===== config.mk =====
export PLATFORM = sky130hd
export DESIGN_NAME = arcade_input_mapper
export DESIGN_NICKNAME = d
export VERILOG_FILES = /design/src/rtl/arcade_input_mapper.sv
export SDC_FILE = /design/constraint.sdc
export NUM_CORES = 1
export LEC_CHECK = 0
export ABC_AREA = 1
export ABC_CLOCK_PERIOD_IN_PS = 4300
export CAP_MARGIN = 20
export CORE_MARGIN = 5
export CORE_UTILIZATION = 52
export DETAILED_ROUTE_END_ITERATION = 10
export GPL_TIMING_DRIVEN = 0
export PLACE_DENSITY_LB_ADDON = 0.2
export SETUP_SLACK_MARGIN = 0.4
export SLEW_MARGIN = 20
export SYNTH_ARGS = -nofsm -noshare
export SYNTH_HDL_FRONTEND = slang
export SYNTH_SLANG_ARGS = --single-unit
export TNS_END_PERCENT = 50

===== constraint.sdc =====
create_clock -name clk_sys -period 4.3 [get_ports clk_sys]
set_input_delay 0.86 -clock clk_sys [delete_from_list [all_inputs] [get_ports clk_sys]]
set_output_delay 0.86 -clock clk_sys [all_outputs]
set_load 0.02 [all_outputs]

===== src/rtl/arcade_input_mapper.sv =====
// Player-input front end: debounced DB9 pins merged with keyboard controls, port routing,
// coin pulse stretching and the scandoubler toggle. Define AUTOFIRE_EN to build autofire on button 0.
module arcade_input_mapper #(
    parameter int   PLAYERS           = 2,
    parameter int   BUTTONS           = 2,
    parameter int   DEBOUNCE_CYCLES   = 1024,
    parameter int   COIN_PULSE_CYCLES = 65536,
    parameter int   AUTOFIRE_CYCLES   = 1048576,
    parameter logic SCAN_DEFAULT      = 1'b0
) (
    input  logic                           clk_sys,
    input  logic                           reset,
    input  logic [PLAYERS*(4+BUTTONS)-1:0] joy_n_i,
    input  logic [PLAYERS*(4+BUTTONS)-1:0] kbd_player_i,
    input  logic [PLAYERS-1:0]             kbd_coin_i,
    input  logic [PLAYERS-1:0]             kbd_start_i,
    input  logic                           toggle_scan_i,
    input  logic                           joyswap_i,
    input  logic                           oneplayer_i,
    input  logic                           autofire_i,
    output logic [PLAYERS*(4+BUTTONS)-1:0] player_o,
    output logic [PLAYERS-1:0]             coin_o,
    output logic [PLAYERS-1:0]             start_o,
    output logic                           scandoubler_disable_o
);

    localparam int W  = 4 + BUTTONS;
    localparam int N  = PLAYERS * W;
    localparam int DW = $clog2(DEBOUNCE_CYCLES);
    localparam int CW = $clog2(COIN_PULSE_CYCLES + 1);
    localparam logic [DW-1:0] DB_LAST   = DW'(DEBOUNCE_CYCLES - 1);
    localparam logic [CW-1:0] COIN_LAST = CW'(COIN_PULSE_CYCLES - 1);

    localparam logic [1:0] COIN_IDLE  = 2'd0;
    localparam logic [1:0] COIN_PULSE = 2'd1;
    localparam logic [1:0] COIN_WAIT  = 2'd2;

    logic [DW-1:0]      presc;
    logic               tick;
    logic [N-1:0]       joy_s1, joy_s2, hist_1, hist_2, stable_n;
    logic [N-1:0]       phys, swapped, routed, merged, final_player;
    logic [PLAYERS-1:0] coin_r, coin_prev;
    logic [1:0]         coin_state [PLAYERS];
    logic [CW-1:0]      coin_cnt   [PLAYERS];
    logic               scan_s1, scan_s2, scan_prev;

    assign tick = (presc == DB_LAST);
    assign phys = ~stable_n;

    // History holds the last two tick samples; the live synchronised value is the third entry.
    always_ff @(posedge clk_sys or posedge reset) begin
        if (reset) begin
            presc    <= '0;
            joy_s1   <= '1;
            joy_s2   <= '1;
            hist_1   <= '1;
            hist_2   <= '1;
            stable_n <= '1;
        end else begin
            presc  <= tick ? '0 : presc + 1'b1;
            joy_s1 <= joy_n_i;
            joy_s2 <= joy_s1;
            if (tick) begin
                hist_1   <= joy_s2;
                hist_2   <= hist_1;
                stable_n <= (joy_s2 & hist_1 & hist_2) | (stable_n & (joy_s2 | hist_1 | hist_2));
            end
        end
    end

    always_comb begin
        swapped = '0;
        for (int k = 0; k < PLAYERS; k++) begin
            if (joyswap_i && PLAYERS >= 2 && k < 2)
                swapped[k*W +: W] = phys[(1-k)*W +: W];
            else
                swapped[k*W +: W] = phys[k*W +: W];
        end
    end

    always_comb begin
        routed = swapped;
        if (oneplayer_i) begin
            for (int k = 1; k < PLAYERS; k++)
                routed[0 +: W] = routed[0 +: W] | swapped[k*W +: W];
        end
    end

    assign merged = routed | kbd_player_i;

`ifdef AUTOFIRE_EN
    localparam int AW = $clog2(AUTOFIRE_CYCLES + 1);
    localparam logic [AW-1:0] AF_LAST = AW'(AUTOFIRE_CYCLES - 1);

    logic [AW-1:0]      af_cnt [PLAYERS];
    logic [PLAYERS-1:0] af_tog;
    logic [PLAYERS-1:0] af_active;

    always_comb begin
        af_active = '0;
        for (int p = 0; p < PLAYERS; p++)
            af_active[p] = autofire_i & merged[p*W + 4];
    end

    // Toggle idles high so a fresh press always starts with a full high phase.
    always_ff @(posedge clk_sys or posedge reset) begin
        if (reset) begin
            af_tog <= '1;
            for (int p = 0; p < PLAYERS; p++)
                af_cnt[p] <= '0;
        end else begin
            for (int p = 0; p < PLAYERS; p++) begin
                if (!af_active[p]) begin
                    af_cnt[p] <= '0;
                    af_tog[p] <= 1'b1;
                end else if (af_cnt[p] == AF_LAST) begin
                    af_cnt[p] <= '0;
                    af_tog[p] <= ~af_tog[p];
                end else begin
                    af_cnt[p] <= af_cnt[p] + 1'b1;
                end
            end
        end
    end

    always_comb begin
        final_player = merged;
        for (int p = 0; p < PLAYERS; p++)
            if (af_active[p])
                final_player[p*W + 4] = af_tog[p];
    end
`else
    localparam int autofire_cycles_unused = AUTOFIRE_CYCLES;
    logic autofire_unused;
    assign autofire_unused = autofire_i;
    assign final_player    = merged;
`endif

    always_ff @(posedge clk_sys or posedge reset) begin
        if (reset) begin
            player_o <= '0;
            start_o  <= '0;
        end else begin
            player_o <= final_player;
            start_o  <= kbd_start_i;
        end
    end

    // Coin keys are registered once before edge detection, giving the two-cycle rise latency.
    always_ff @(posedge clk_sys or posedge reset) begin
        if (reset) begin
            coin_r    <= '0;
            coin_prev <= '0;
            coin_o    <= '0;
            for (int p = 0; p < PLAYERS; p++) begin
                coin_state[p] <= COIN_IDLE;
                coin_cnt[p]   <= '0;
            end
        end else begin
            coin_r    <= kbd_coin_i;
            coin_prev <= coin_r;
            for (int p = 0; p < PLAYERS; p++) begin
                case (coin_state[p])
                    COIN_IDLE: begin
                        if (coin_r[p] && !coin_prev[p]) begin
                            coin_state[p] <= COIN_PULSE;
                            coin_cnt[p]   <= COIN_LAST;
                            coin_o[p]     <= 1'b1;
                        end
                    end
                    COIN_PULSE: begin
                        if (coin_cnt[p] == '0) begin
                            coin_state[p] <= COIN_WAIT;
                            coin_o[p]     <= 1'b0;
                        end else begin
                            coin_cnt[p] <= coin_cnt[p] - 1'b1;
                        end
                    end
                    COIN_WAIT: begin
                        if (!kbd_coin_i[p])
                            coin_state[p] <= COIN_IDLE;
                    end
                    default: begin
                        coin_state[p] <= COIN_IDLE;
                        coin_o[p]     <= 1'b0;
                    end
                endcase
            end
        end
    end

    always_ff @(posedge clk_sys or posedge reset) begin
        if (reset) begin
            scan_s1               <= 1'b0;
            scan_s2               <= 1'b0;
            scan_prev             <= 1'b0;
            scandoubler_disable_o <= SCAN_DEFAULT;
        end else begin
            scan_s1   <= toggle_scan_i;
            scan_s2   <= scan_s1;
            scan_prev <= scan_s2;
            if (scan_s2 && !scan_prev)
                scandoubler_disable_o <= ~scandoubler_disable_o;
        end
    end

endmodule


==> impl_metrics.tcl <==
set metrics [dict create \
    p_switching_uw 1264 \
    r2r_start "coin_cnt[17]" \
    syn2layout_area_growth_pct 21.85 \
    drt_wl_total_um 13190 \
    cp.required_ns 3.44 \
    min_from "scan_s1" \
    seq_power_share 0.412 \
    pwr-share-clk 0.379 \
    skew_ns 0.006339 \
    path_cells "clkdlybuf4s50_1" \
    rsz0062_at_grt "false" \
    via_count 4877 \
    synth.area.mux_share 0 \
    drive_above_1_share 0.2214 \
    drcViolationCount 0 \
    synth_compound_area_frac 0.08198 \
    clock-root-buffer "clkbuf_16" \
    switching_share 0.3138 \
    cts_buffers 17 \
    rows 40 \
    netlist_instances 711 \
    dpl.hpwl_um 9059 \
    num_io_pins 51 \
    grtUsageTotal 0.1958 \
    synth-xor-area-share 0.007015 \
    synth_warnings 0 \
    min_period_ns 2.252 \
    grt_max_degree 37 \
    leakage_uw 0.003399 \
    htreeDepth 4 \
    clockBufferDepth 2 \
    cp.arrival_ns 1.39 \
    syn_nets 748 \
    synthAdderAreaFrac 0.006013 \
    grt-ovfl-total 0 \
    pwr-share-comb 0.209 \
    r2r-end "coin_cnt[23]" \
    n_fill_cell 996 \
    r2r_slack_ns 2.52 \
    dpl_cell_area_um2 6980 \
    synth_area_leaders "dfrtp_1, dfstp_2, nand2_1" \
    reg2reg_depth 10 \
    ir_drop_mv 0.3112 \
    io_buffers 49 \
    gp_congestion 0.8417 \
    grt_pass1_vias 4850 \
    synth_simple_gate_area_frac 0.2842 \
    final_util 0.6386 \
    viasPerCell 5.177 \
    cap_violations 0 \
    synthArstFlopShare 1.000 \
    critPathBufInv 1 \
    crit_family "buffers and inverters" \
    hold_violations 0 \
    postCtsSetupRepairBufs 0 \
    clk_pin_slew_ns 0.05 \
    cts_hold_buf 0 \
    ys_seq_area_frac 0.5412 \
    tightest_slew_ns 0.6956 \
    path_class "reg -> out" \
    hold_end "scan_s2" \
    initial_core_util 0.5241 \
    grt_pass1_wl_um 22600 \
    path_max_fanout 2 \
    drt-met1-wl_um 5731 \
    status "complete, no violations" \
    slew_viol_final 0 \
    fin_area_um2 7606 \
    synth_top_area_cell "dfrtp_1" \
    end_kind "output pin" \
    cts_resized 0 \
    fin_nets 819 \
    wl_met2_um 6583 \
    ys_seq_elements 132 \
    slew_headroom 0.5353 \
    dr.pass1.iters 5 \
    synth_top_area_share 0.2886 \
    synth-edff-count 0 \
    hold_class "reg -> reg" \
    ant_nets 0 \
    top_layer_used "met4" \
    min_period_over_period 0.5238 \
    cts_sinks 132 \
    die_w_um 119.6 \
    slowest_stage "clkdlybuf4s50_1" \
    dp.cells 910 \
    setup-tns-final_ns 0 \
    cts_tree "done" \
    hold_path_depth 0 \
    ys.flop_type "dfrtp_1" \
    start_kind "flop" \
    synth_top_family_by_area "simple AND/OR/NAND/NOR gates" \
    synth.avg_cell_area_um2 8.780 \
    antenna_found_initial 0 \
    antenna_cells 0 \
    clkLatencyLatePin_ns 0.42 \
    ys_types 32 \
    syn_area_um2 6242 \
    chipHeight_um 119.6 \
    instances_no_fill 942 \
    drtIter0Drc 341 \
    setup-violations-final 0 \
    wl_per_cell_um 14.00 \
    core_um2 11910 \
    cpPeakStageDelay_ns 0.61 \
    p_per_area_nw_per_um2 529.5 \
    fmax_ghz 0.4440 \
    dr_wl_met3_um 605 \
    p_int_uw 2764 \
    whs_ns 0.3470 \
    die_area_um2 14300 \
]
[metal layers]
metal / global-route usage / vias up
li1: - / 2425
met1: 0.2448 / 2319
met2: 0.3277 / 111
met3: 0.04100 / 22
met4: 0.08876 / 0
met5: 0 / -
[final cells by class]
type	count	area [um2]	area share
plain buffers	18	155.1	0.02040
clock buffers	20	446.7	0.05873
clock inverters	12	178.9	0.02352
inverters	91	345.3	0.04540
multi-input cells	470	2367	0.3112
flip-flops and latches	132	3378	0.4442
well taps	147	183.9	0.02418
repair buffers	52	550.5	0.07238
[registers in the layout, indices dropped and copies added, names as in the netlist]
| signal | cells |
|---|---|
| coin_cnt | 34 |
| player_o | 12 |
| coin_prev | 2 |
| scan_prev | 1 |
| joy_s1 | 12 |
| stable_n | 12 |
| start_o | 2 |
| coin_o | 2 |
| scan_s1 | 1 |
| scan_s2 | 1 |
| joy_s2 | 12 |
| hist_1 | 12 |
| coin_r | 2 |
| presc | 10 |
| hist_2 | 12 |
| coin_state | 4 |
| scandoubler_disable_o | 1 |
[cell families after synthesis]
| group | count (synthesis) |
|---|---|
| flip-flops | 132 |
| buffers and inverters | 109 |
| XOR/XNOR | 5 |
| adder cells (fa/ha/maj) | 3 |
| AO/OA/AOI/OAI | 79 |
| AND/OR/NAND/NOR | 383 |
[worst max-delay path by stage]
stage                          startpoint                     to  slack [ns]  cells past startpoint
floorplan                           reset            coin_cnt[0]        1.85                      1
global placement                    reset            player_o[9]        0.69                      2
detailed placement                  reset            stable_n[9]        1.99                      4
CTS                 scandoubler_disable_o  scandoubler_disable_o        2.02                      1
global route        scandoubler_disable_o  scandoubler_disable_o        2.01                      1
finish              scandoubler_disable_o  scandoubler_disable_o        2.05                      1
[cell usage after synthesis (5+ instances only)]
cell type  count
o21ai_2       23
nand3_1       95
nor3_1        13
nand2_1      179
o21ai_1        5
nor2_1        49
o21ai_0       39
dfrtp_1       72
dfstp_2       60
inv_1         91
nor2_2         7
a221o_1        6
a21oi_1        6
or2_2          5
buf_6          7
nand2_2       19
[metrics by stage]
step / total power (uW) / setup slack [ns]
after floorplan: 2262 / 1.852
after global placement: 2463 / 0.6858
after detailed placement: 2517 / 1.995
after CTS: 4060 / 2.019
after global routing: 4279 / 2.007
final: 4028 / 2.048
[power groups by stage]
stage	Clock (uW)	Combinational [uW]	Sequential (uW)
detailed placement	0	844	1670
finish	1520	843	1660
CTS	1550	850	1660
global placement	0	800	1660
floorplan	0	622	1640
global route	1610	974	1690
[placed cells by master (no fill, tap or decap), types with 3 or more instances in the layout]
| master | Yosys | final |
|---|---|---|
| clkbuf_1 | 3 | 5 |
| or2_2 | 5 | 5 |
| xor2_1 | 4 | 4 |
| nor2_4 | 3 | 3 |
| o21ai_2 | 23 | 23 |
| a221o_1 | 6 | 6 |
| buf_12 | 0 | 3 |
| nand3_1 | 95 | 95 |
| nor2_1 | 49 | 49 |
| ha_1 | 3 | 3 |
| o21ai_0 | 39 | 39 |
| o21ai_1 | 5 | 5 |
| nand2_1 | 179 | 179 |
| inv_1 | 91 | 90 |
| clkbuf_16 | 0 | 17 |
| bufinv_16 | 0 | 4 |
| nor3_1 | 13 | 13 |
| dfrtp_1 | 72 | 72 |
| buf_2 | 4 | 4 |
| clkinvlp_4 | 0 | 4 |
| nor2_2 | 7 | 7 |
| nand2_2 | 19 | 19 |
| dfstp_2 | 60 | 60 |
| a21oi_1 | 6 | 6 |
| buf_6 | 7 | 7 |
| nand2_4 | 4 | 4 |
| clkdlybuf4s50_1 | 0 | 49 |
No activity file was read; power rests on OpenSTA's default activity.
